[src/rtl/magnitud_iq.sv]
// rtl/magnitud_iq.sv - I/Q magnitude front end: serial I^2+Q^2, then START/FIN handshake with the 32->16 root stage.
module magnitud_iq (
  input  logic        CLK,
  input  logic        RESET,
  input  logic        START,
  input  logic [15:0] I,
  input  logic [15:0] Q,
  output logic        FIN,
  output logic [15:0] MAG,
  output logic [31:0] SUMSQ,
  output logic [31:0] SQ_X,
  output logic        SQ_START,
  input  logic        SQ_FIN,
  input  logic [15:0] SQ_COUNT
);

  localparam logic [2:0] S_IDLE     = 3'd0;
  localparam logic [2:0] S_LOAD     = 3'd1;
  localparam logic [2:0] S_MUL      = 3'd2;
  localparam logic [2:0] S_SUM      = 3'd3;
  localparam logic [2:0] S_ROOT_REQ = 3'd4;
  localparam logic [2:0] S_ROOT_REL = 3'd5;
  localparam logic [2:0] S_FINALI   = 3'd6;

  logic [2:0]  state_q, state_d;
  logic [15:0] i_q, i_d, q_q, q_d;
  logic [31:0] mcand_i_q, mcand_i_d, mcand_q_q, mcand_q_d;
  logic [15:0] mplier_i_q, mplier_i_d, mplier_q_q, mplier_q_d;
  logic [31:0] acc_i_q, acc_i_d, acc_q_q, acc_q_d;
  logic [3:0]  cnt_q, cnt_d;
  logic [31:0] sumsq_q, sumsq_d;
  logic [15:0] mag_q, mag_d;
  logic [15:0] abs_i, abs_q;

  // Two's-complement negate keeps -32768 exact as 0x8000 in 16 unsigned bits.
  assign abs_i = i_q[15] ? (~i_q + 16'd1) : i_q;
  assign abs_q = q_q[15] ? (~q_q + 16'd1) : q_q;

  always_comb begin
    state_d    = state_q;
    i_d        = i_q;
    q_d        = q_q;
    mcand_i_d  = mcand_i_q;
    mcand_q_d  = mcand_q_q;
    mplier_i_d = mplier_i_q;
    mplier_q_d = mplier_q_q;
    acc_i_d    = acc_i_q;
    acc_q_d    = acc_q_q;
    cnt_d      = cnt_q;
    sumsq_d    = sumsq_q;
    mag_d      = mag_q;
    case (state_q)
      S_IDLE: begin
        if (START) begin
          i_d     = I;
          q_d     = Q;
          state_d = S_LOAD;
        end
      end
      S_LOAD: begin
        mcand_i_d  = {16'd0, abs_i};
        mcand_q_d  = {16'd0, abs_q};
        mplier_i_d = abs_i;
        mplier_q_d = abs_q;
        acc_i_d    = 32'd0;
        acc_q_d    = 32'd0;
        cnt_d      = 4'd0;
        state_d    = S_MUL;
      end
      S_MUL: begin
        acc_i_d    = acc_i_q + (mplier_i_q[0] ? mcand_i_q : 32'd0);
        acc_q_d    = acc_q_q + (mplier_q_q[0] ? mcand_q_q : 32'd0);
        mcand_i_d  = mcand_i_q << 1;
        mcand_q_d  = mcand_q_q << 1;
        mplier_i_d = mplier_i_q >> 1;
        mplier_q_d = mplier_q_q >> 1;
        cnt_d      = cnt_q + 4'd1;
        if (cnt_q == 4'd15) state_d = S_SUM;
      end
      S_SUM: begin
        sumsq_d = acc_i_q + acc_q_q;
        state_d = S_ROOT_REQ;
      end
      S_ROOT_REQ: begin
        if (SQ_FIN) begin
          mag_d   = SQ_COUNT;
          state_d = S_ROOT_REL;
        end
      end
      // Wait for the root stage to drop FIN so it is idle before any new request.
      S_ROOT_REL: begin
        if (!SQ_FIN) state_d = S_FINALI;
      end
      S_FINALI: begin
        if (!START) state_d = S_IDLE;
      end
      default: state_d = S_IDLE;
    endcase
  end

  always_ff @(posedge CLK or negedge RESET) begin
    if (!RESET) begin
      state_q    <= S_IDLE;
      i_q        <= 16'd0;
      q_q        <= 16'd0;
      mcand_i_q  <= 32'd0;
      mcand_q_q  <= 32'd0;
      mplier_i_q <= 16'd0;
      mplier_q_q <= 16'd0;
      acc_i_q    <= 32'd0;
      acc_q_q    <= 32'd0;
      cnt_q      <= 4'd0;
      sumsq_q    <= 32'd0;
      mag_q      <= 16'd0;
    end else begin
      state_q    <= state_d;
      i_q        <= i_d;
      q_q        <= q_d;
      mcand_i_q  <= mcand_i_d;
      mcand_q_q  <= mcand_q_d;
      mplier_i_q <= mplier_i_d;
      mplier_q_q <= mplier_q_d;
      acc_i_q    <= acc_i_d;
      acc_q_q    <= acc_q_d;
      cnt_q      <= cnt_d;
      sumsq_q    <= sumsq_d;
      mag_q      <= mag_d;
    end
  end

  assign FIN      = (state_q == S_FINALI);
  assign SQ_START = (state_q == S_ROOT_REQ);
  assign MAG      = mag_q;
  assign SUMSQ    = sumsq_q;
  assign SQ_X     = sumsq_q;

endmodule
[config.mk]
export PLATFORM = sky130hd
export DESIGN_NAME = magnitud_iq
export DESIGN_NICKNAME = d
export VERILOG_FILES = /design/src/rtl/magnitud_iq.sv
export SDC_FILE = /design/constraint.sdc
export NUM_CORES = 1
export LEC_CHECK = 0
export CORE_AREA = 4 4 222 224
export DETAILED_ROUTE_END_ITERATION = 8
export DIE_AREA = 0 0 226 228
export GPL_ROUTABILITY_DRIVEN = 0
export SYNTH_ARGS = -nofsm -noshare
export SYNTH_HDL_FRONTEND = slang
export SYNTH_SLANG_ARGS = --single-unit
[constraint.sdc]
create_clock -name CLK -period 4 [get_ports CLK]
set_input_delay 0.8 -clock CLK [delete_from_list [all_inputs] [get_ports CLK]]
set_output_delay 0.8 -clock CLK [all_outputs]
set_load 0.01 [all_outputs]
# [After elaboration in Yosys (flattened, before gate mapping)]
# Index checks and enable logic that the tools add are counted.
[totals] reg_bits=247 inputBits=52 elab_cells=54 output_inout_bits=82
[op_classes] bitwise_logic=2 muxes=17 n_reduce_logical=5 n_addsub=6 eq_ne=12
[op_table] cell="32-bit case mux with 2 select lines" n=4
[op_table] cell="32-bit adder" n=3
[op_table] cell="32-bit two-way mux" n=2
[op_table] cell="16-bit case mux with 2 select lines" n=2
[op_table] cell="16-bit by 1-bit adder with 16-bit output, second input constant" n=2
[op_table] cell="16-bit two-way mux" n=2
[op_table] cell="16-bit NOT" n=2
[op_table] cell="3-bit case mux with 7 select lines" n=1
[op_table] cell="3-bit two-way mux" n=5
[op_table] cell="3-bit == test, second input constant" n=3
[op_table] cell="2-bit != test, second input constant" n=4
[op_table] cell="4-bit case mux with 2 select lines" n=1
[op_table] cell="3-bit by 2-bit == test with 1-bit output, second input constant" n=2
[op_table] cell="5-bit AND reduction" n=1
[op_table] cell="4-bit by 1-bit adder with 4-bit output, second input constant" n=1
[op_table] cell="4-bit == test, second input constant" n=1
[op_table] cell="2-bit AND reduction" n=2
[op_table] cell="3-bit by 1-bit == test with 1-bit output, second input constant" n=1
[op_table] cell="3-bit zero test" n=1
[op_table] cell="2-bit by 1-bit != test with 1-bit output, second input constant" n=1
[op_table] cell="2-bit nonzero test" n=1

# [Logic depth before layout (Yosys ltp)]
# Gate-level depths: netlist (run 1).
[logic_depth] ltp_word=4 depth_mapped=15 ltp_nobuf=14

# [Least setup slack after synthesis (run 1)]
# Ideal clock, no wire load.
[synth_timing] path_kind="register -> register" from="register mplier_q_q[0]" to="register acc_q_q[24]" path_stages_with_launch=14 setup_ns=0.129 setup_slack_ns=0.803 period_less_slack_ns=3.197 t_arrival_ns=3.068 cell_sequence="dfrtp_1 clkbuf_1 and2_1 ha_1 and3_4 a211o_1 o22a_1 nor4b_1 o2111ai_2 or3b_1 a311o_1 a21oi_2 xor2_1 o21ai_1"
[synth_between] elab_chain_cells=3
[synth_lines] element="start, declared" line_no="28" rtl="logic [15:0] mplier_i_q, mplier_i_d, mplier_q_q, mplier_q_d;"
[synth_lines] element="start signal, assigned" line_no="122" rtl="mplier_q_q <= mplier_q_d;"
[synth_lines] element="32-bit two-way mux" line_no="72" rtl="acc_q_d = acc_q_q + (mplier_q_q[0] ? mcand_q_q : 32'd0);"
[synth_lines] element="32-bit adder" line_no="72"
[synth_lines] element="32-bit case mux with 2 select lines" line_no="52" rtl="case (state_q)"
[synth_lines] element="end signal, assigned" line_no="124" rtl="acc_q_q <= acc_q_d;"
[synth_lines] element="end, declared" line_no="29" rtl="logic [31:0] acc_i_q, acc_i_d, acc_q_q, acc_q_d;"
# No other way between the ends.
# A chain may end at the register's enable or synchronous reset.

# [Worst setup path after layout (run 1)]
[layout_timing] from="register mplier_i_q[0]" to="register acc_i_q[31]"
[layout_between] elab_chain_cells=3
[layout_lines] element="start, declared" line_no="28"
[layout_lines] element="start signal, assigned" line_no="121" rtl="mplier_i_q <= mplier_i_d;"
[layout_lines] element="32-bit two-way mux" line_no="71" rtl="acc_i_d = acc_i_q + (mplier_i_q[0] ? mcand_i_q : 32'd0);"
[layout_lines] element="32-bit adder" line_no="71"
[layout_lines] element="32-bit case mux with 2 select lines" line_no="52"
[layout_lines] element="end signal, assigned" line_no="123" rtl="acc_i_q <= acc_i_d;"
[layout_lines] element="end, declared" line_no="29"
# No other way between the ends.

==> results of run 1 <==
-- worst paths after layout --
| path | from | endpoint | slack (ns) | depth (start not counted) |
|---|---|---|---|---|
| worst max-delay path | mplier_i_q[0] | acc_i_q[31] | 0.36 | 13 |
| worst min-delay path | RESET | mplier_q_q[7] | 0.20 | 1 |
| worst max register to register | mplier_i_q[0] | acc_i_q[31] | 0.36 | 13 |
| worst min register to register | mplier_q_q[12] | mplier_q_q[12] | 0.46 | 2 |
| max in group asynchronous | RESET | MAG[8] | 2.91 | 2 |
| min in group CLK | mplier_q_q[12] | mplier_q_q[12] | 0.46 | 2 |
-- cells in the final DEF, fill, tap and decap left out, drive strengths merged, types with 15 or more instances in the layout --
| cell | instances |
|---|---|
| nand2 | 202 |
| nor2b | 15 |
| clkbuf | 42 |
| mux2 | 47 |
| and2 | 62 |
| a21oi | 121 |
| nand3 | 19 |
| buf | 20 |
| ha | 96 |
| a21o | 34 |
| nor3 | 18 |
| a31oi | 15 |
| nor2 | 109 |
| xnor2 | 40 |
| clkdlybuf4s50 | 132 |
| inv | 34 |
| o31ai | 17 |
| o21ai | 179 |
| xor2 | 67 |
| a22o | 40 |
| dfrtp | 247 |
-- flip-flops by register name, indices dropped and copies added, names as in the netlist --
register / flops
SQ_X: 32
MAG: 16
acc_q_q: 32
mplier_q_q: 16
mplier_i_q: 16
state_q: 3
i_q: 16
q_q: 16
mcand_q_q: 32
mcand_i_q: 32
acc_i_q: 32
cnt_q: 4
-- worst reg2reg max path, cell delays in order, from the launching register on --
cell and delay, ns:
dfrtp_1 0.44, buf_4 0.24, and2_1 0.18, ha_1 0.34
a21oi_1 0.13, o21ai_0 0.12, o41ai_1 0.44, nor2_1 0.10
a2111oi_1 0.68, o31ai_1 0.18, a21oi_1 0.20, xnor2_1 0.11
or3_1 0.31, o21ai_0 0.07
-- kinds of logic (layout without fill, tap and decap cells) --
group | Yosys count | count (layout) | share of synthesized area, %
AOI/OAI and AO/OA | 501 | 501 | 21.1
muxes | 50 | 50 | 3.71
adders and majority gates | 99 | 99 | 8.37
DFF | 247 | 247 | 41.0
xor gates and xnor gates | 107 | 107 | 6.22
and+or+nand+nor | 493 | 493 | 15.2
buffers and inverters | 144 | 243 | 4.38
-- final cells by class --
type,count,area [um2]
Fill cell,4737,29300
Sequential cell,247,6180
Inverter,35,131
Multi-Input combinational cell,1250,8270
Timing Repair Buffer,152,1530
Clock buffer,42,826
Clock inverter,14,329
Tap cell,615,769
-- per-stage QoR --
| step | util, % | hold WS, ns | instance area (um2) | worst slack (ns) | cells |
|---|---|---|---|---|---|
| 6_report | 38.1 | 0.205 | 18000 | 0.362 | 2355 |
| 5_1_grt | 38.1 | 0.252 | 18000 | 0.0794 | 2355 |
| 4_1_cts | 38.1 | 0.224 | 18000 | 0.385 | 2355 |
| 3_5_place_dp | 35.7 | 0.455 | 16900 | 0.465 | 2299 |
| 3_3_place_gp | 35.7 | 0.451 | 16900 | 0.456 | 2299 |
| 2_1_floorplan | - | 0.433 | 15100 | 0.803 | 1641 |
-- layer usage --
| metal | track usage [%] | part of all wire, % |
|---|---|---|
| met1 | 20.9 | 51 |
| met2 | 20.9 | 43 |
| met3 | 1.98 | 4.4 |
| met5 | 0 | 0 |
| met4 | 3.31 | 2.1 |
-- power groups by stage --
stage                     registers, uW  clock network [uW]  logic [uW]
after floorplan                    4100                   0        4630
after global placement             4370                   0        6230
after detailed placement           4410                   0        6350
after CTS                          4370                3210        6380
after global routing               4520                3320        7110
final                              4360                3130        6350
==> metrics.md, run 1 <==
| Metric | Value |
|---|---|
| Die W | `226 um` |
| Critical Path, Cell by Cell | `buf_4, and2_1, ha_1, a21oi_1, o21ai_0, o41ai_1, nor2_1, a2111oi_1, o31ai_1, a21oi_1, xnor2_1, or3_1, o21ai_0` |
| Vias after detailed routing | `12.0k` |
| Die area | `51500 um2` |
| Power, Total | `13800 uW` |
| Internal Power | `8240 uW` |
| Vias in the first global route | `11.6k` |
| PwrDens | `767 nW/um2` |
| Max cap viols | `0` |
| Period Utilization, post-route | `90.9%` |
| Final Skew | `0.0461 ns` |
| Yosys top cell by area | `dfrtp_1` |
| Comb pwr share | `45.9%` |
| Async SR Flop Fraction | `100%` |
| RSZ-0062 raised after global routing | `false` |
| Crit Path Class | `register to register` |
| Mapped Area | `15100 um2` |
| Final Hold Viols | `0` |
| H-tree depth | `1` |
| Count leader, synth | `dfrtp_1` |
| Crit-path leading delay family | `compound AO/OA/AOI/OAI gates` |
| Syn Nets | `1792` |
| Global-route wire length before repair | `60.5 mm` |
| Detailed-placement wirelength estimate | `27.2 mm` |
| Setup-failing EPs final | `0` |
| Proportion of netlist area held by the largest area contributor | `41.0%` |
| Max FO, Critical Path | `29` |
| Clock latency on the worst-skew pair | `0.60 ns` |
| Port bufs | `133` |
| Measured slew at the worst slew-check pin | `1.01 ns` |
| Post-synth EDFFs | `0` |
| Largest net degree at the start of global routing | `89` |
| Routed vias/inst | `5.09` |
| Seq cells post-synth | `247` |
| Outcome | `completed` |
| Synth Flop Type | `dfrtp_1` |
| Post-synthesis cell type count | `73` |
| Clock Sink Count | `247` |
| Layout Nets | `1867` |
| Net Switching | `5590 uW` |
| Antenna Nets Post-Route | `0` |
| Die height | `228 um` |
| # DRC | `0` |
| CTS tree | `built` |
| Hold-fix buffers, CTS | `0` |
| TritonCTS Buffers | `30` |
| Root buffer cell | `clkbuf_16` |
| Slew headroom | `32.7%` |
| Crit-path max cell delay | `0.68 ns` |
| Starting density of the core | `31.8%` |
| FP Rows | `80` |
| Post-CTS setup buffer count | `0` |
| Gate Count Post-Synth | `1641` |
| FMAX | `275 MHz` |
| Sw frac | `40.4%` |
| Critical path data required time | `4.48 ns` |
| Worst EP arrival | `4.12 ns` |
| Initial DRC count | `745` |
| Leakage | `0.00813 uW` |
| WP buf/inv | `1` |
| # IOs | `134` |
| Hold WC Path Type | `input port to asynchronous set/reset pin` |
| WL/cell | `15.5 um` |
| Setup TNS Final | `0 ns` |
| Startpoint types | `register` |
| Top cells by area, synth | `dfrtp_1 (41%), ha_1 (8.0%), o21ai_0 (5.7%)` |
| N_diodes | `0` |
| Routed Wire Length | `36.5 mm` |
| Clk pin slew, worst setup/hold paths | `0.06 ns` |
| Period minus WS final | `3.64 ns` |
| Initial antenna violation count | `0` |
| Max-slew violations | `0` |
| Grt ovf | `0` |
| Most frequent cells after synthesis | `dfrtp_1 (247), nand2_1 (202), o21ai_0 (171)` |
| GRT Resource Usage Total | `13.8%` |
| Crit-path slowest cell | `a2111oi_1` |
| Maximum root-to-sink buffer count | `3` |
| Warnings from Yosys | `0` |
| Seq/Total Area, Yosys | `41.0%` |
| Clock power share | `22.6%` |
| Core area | `47300 um2` |
| VDD IR-drop max | `0.420 mV` |
| Area Overhead vs Synth | `19.7%` |
| Critical Path End Type | `register` |
| Resize count post-CTS | `0` |
| Share of layout cells above drive strength 1 | `8.62%` |
| Synthesized area per cell | `9.18 um2` |
| Seq pwr share | `31.5%` |
| TritonRoute pass-1 iters | `5` |
Note: power is estimated with default switching activity, not from simulation.
==> run 2, diff against run 1 <==
--- a/config.mk
+++ b/config.mk
@@ -9,6 +9,7 @@
 export DETAILED_ROUTE_END_ITERATION = 8
 export DIE_AREA = 0 0 226 228
 export GPL_ROUTABILITY_DRIVEN = 0
+export RECOVER_POWER = 50
 export SYNTH_ARGS = -nofsm -noshare
 export SYNTH_HDL_FRONTEND = slang
 export SYNTH_SLANG_ARGS = --single-unit
==> metrics.md, run 2 (synthesized netlist as in run 1, its figures left out) <==
| Metric | Value |
|---|---|
| Outcome | `finished, violations left` |
| Failing checks | `max-capacitance violations, max-slew violations` |
| Largest net degree at the start of global routing | `89 (unchanged)` |
| PwrDens | `768 nW/um2 (+0.18%)` |
| Grt ovf | `0 (unchanged)` |
| CTS tree | `built` |
| Die W | `226 um (unchanged)` |
| Clock latency on the worst-skew pair | `0.60 ns (about the same)` |
| Period minus WS final | `3.64 ns (-0.000971 ns)` |
| Area Overhead vs Synth | `19.4%` |
| Clk pin slew, worst setup/hold paths | `0.06 ns (about the same)` |
| Clock Sink Count | `247 (unchanged)` |
| Hold WC Path Type | `register to register` |
| Antenna Nets Post-Route | `0 (unchanged)` |
| Global-route wire length before repair | `60.5 mm (unchanged)` |
| Commonest non-fill, non-tap cell in the layout | `dfrtp_1` |
| Final Hold Viols | `0 (unchanged)` |
| Port bufs | `133 (unchanged)` |
| Layout Nets | `1867 (unchanged)` |
| WP buf/inv | `1 (unchanged)` |
| Critical Path, Cell by Cell | `buf_4, and2_1, ha_1, a21oi_1, o21ai_0, o41ai_1, nor2_1, a2111oi_1, o31ai_1, a21oi_1, xnor2_1, or3_1, o21ai_0` |
| FP Rows | `80 (unchanged)` |
| Core area | `47300 um2 (unchanged)` |
| Maximum root-to-sink buffer count | `3 (unchanged)` |
| Slew headroom | `-50.1% (-83 points)` |
| FMAX | `275 MHz (about the same)` |
| Starting density of the core | `31.8% (unchanged)` |
| Initial DRC count | `754 (+1.2%)` |
| Startpoint types | `register` |
| # IOs | `134 (unchanged)` |
| # DRC | `0 (unchanged)` |
| Commonest non-fill, non-tap cells in the layout | `dfrtp_1 (247), nand2_1 (201), o21ai_0 (171), clkdlybuf4s50_1 (132), a21oi_1 (118)` |
| FILL cells | `4746 (+0.19%)` |
| H-tree depth | `1 (unchanged)` |
| Critical path data required time | `4.48 ns (about the same)` |
| Die area | `51500 um2 (unchanged)` |
| Critical Path End Type | `register` |
| Setup-failing EPs final | `0 (unchanged)` |
| WL/cell | `15.5 um (about the same)` |
| Initial antenna violation count | `0 (unchanged)` |
| N_diodes | `0 (unchanged)` |
| GRT Resource Usage Total | `13.8% (unchanged)` |
| Die height | `228 um (unchanged)` |
| Vias after detailed routing | `12.0k (+0.0083%)` |
| Max cap viols | `2 (+2)` |
| Measured slew at the worst slew-check pin | `2.25 ns (+1.24 ns)` |
| Crit-path slowest cell | `a2111oi_1` |
| Resize count post-CTS | `0 (unchanged)` |
| Crit-path leading delay family | `compound AO/OA/AOI/OAI gates` |
| Final Skew | `0.0448 ns (-0.00132 ns)` |
| Crit Path Class | `register to register` |
| Routed Wire Length | `36.5 mm (about the same)` |
| Share of layout cells above drive strength 1 | `8.45% (-0.17 points)` |
| Post-CTS setup buffer count | `0 (unchanged)` |
| Max-slew violations | `125 (+125)` |
| Setup TNS Final | `0 ns (unchanged)` |
| VDD IR-drop max | `0.419 mV (about the same)` |
| TritonCTS Buffers | `30 (unchanged)` |
| TritonRoute pass-1 iters | `7 (+2)` |
| Worst Hold Margin | `0.465 ns (+0.260 ns)` |
| RSZ-0062 raised after global routing | `false` |
| Hold-fix buffers, CTS | `0 (unchanged)` |
| Crit-path max cell delay | `0.68 ns (about the same)` |
| Root buffer cell | `clkbuf_16` |
| Detailed-placement wirelength estimate | `27.2 mm (unchanged)` |
| Period Utilization, post-route | `90.9% (about the same)` |
| Vias in the first global route | `11.6k (unchanged)` |
| Leakage | `0.00811 uW (-0.26%)` |
| Routed vias/inst | `5.09 (about the same)` |
| Worst EP arrival | `4.12 ns (about the same)` |
| Max FO, Critical Path | `29 (unchanged)` |
[run 2: path summary, 6_finish.rpt]
| path | slack, ns | from | depth (start not counted) | to |
|---|---|---|---|---|
| max | 0.36 | mplier_i_q[0] | 13 | acc_i_q[31] |
| min | 0.46 | mplier_q_q[12] | 2 | mplier_q_q[12] |
| max reg2reg | 0.36 | mplier_i_q[0] | 13 | acc_i_q[31] |
| min reg2reg | 0.46 | mplier_q_q[12] | 2 | mplier_q_q[12] |
| max in group asynchronous | 0.76 | RESET | 2 | SQ_X[5] |
| min in group asynchronous | 0.86 | RESET | 1 | q_q[15] |
[run 2: layer usage]
layer	global-route usage, %	part of all wire (%)	vias up
met3	1.98	4.4	49
met2	20.9	43	285
met4	3.31	2.2	0
met1	20.9	51	5680
met5	0	0	-
li1	-	-	5976
[run 2: power breakdown]
part / internal [uW] / leakage, uW / switching (uW) / total, uW
logic: 2780 / 0.00440 / 3560 / 6340
registers: 3440 / 0.00316 / 923 / 4360
clock network: 2020 / 0.000549 / 1100 / 3120
[run 2: stage by stage]
stage	instance area, um2	worst slack (ns)	std cells	total power (uW)	utilization [%]
finish	18000	0.363	2355	13800	38.0
global route	18000	0.0794	2355	14900	38.0
CTS	18000	0.385	2355	14000	38.1
detailed placement	16900	0.465	2299	10800	35.7
global placement	16900	0.456	2299	10600	35.7
floorplan	15100	0.803	1641	8740	-
[run 2: cell type report]
cell class              instances  area (um2)  share of cell area, %
clock buffers                  42         826                   4.59
well taps                     615         769                   4.28
inverters                      35         131                  0.730
flip-flops and latches        247        6180                   34.3
repair buffers                152        1490                   8.28
multi-input cells            1250        8270                   46.0
clock inverters                14         329                   1.83
[run 2: worst min-delay path, delay by kind of cell, from the launching register on]
kind | cells | cell delay [ns]
and+or+nand+nor | 2 | 0.10
DFF | 1 | 0.34
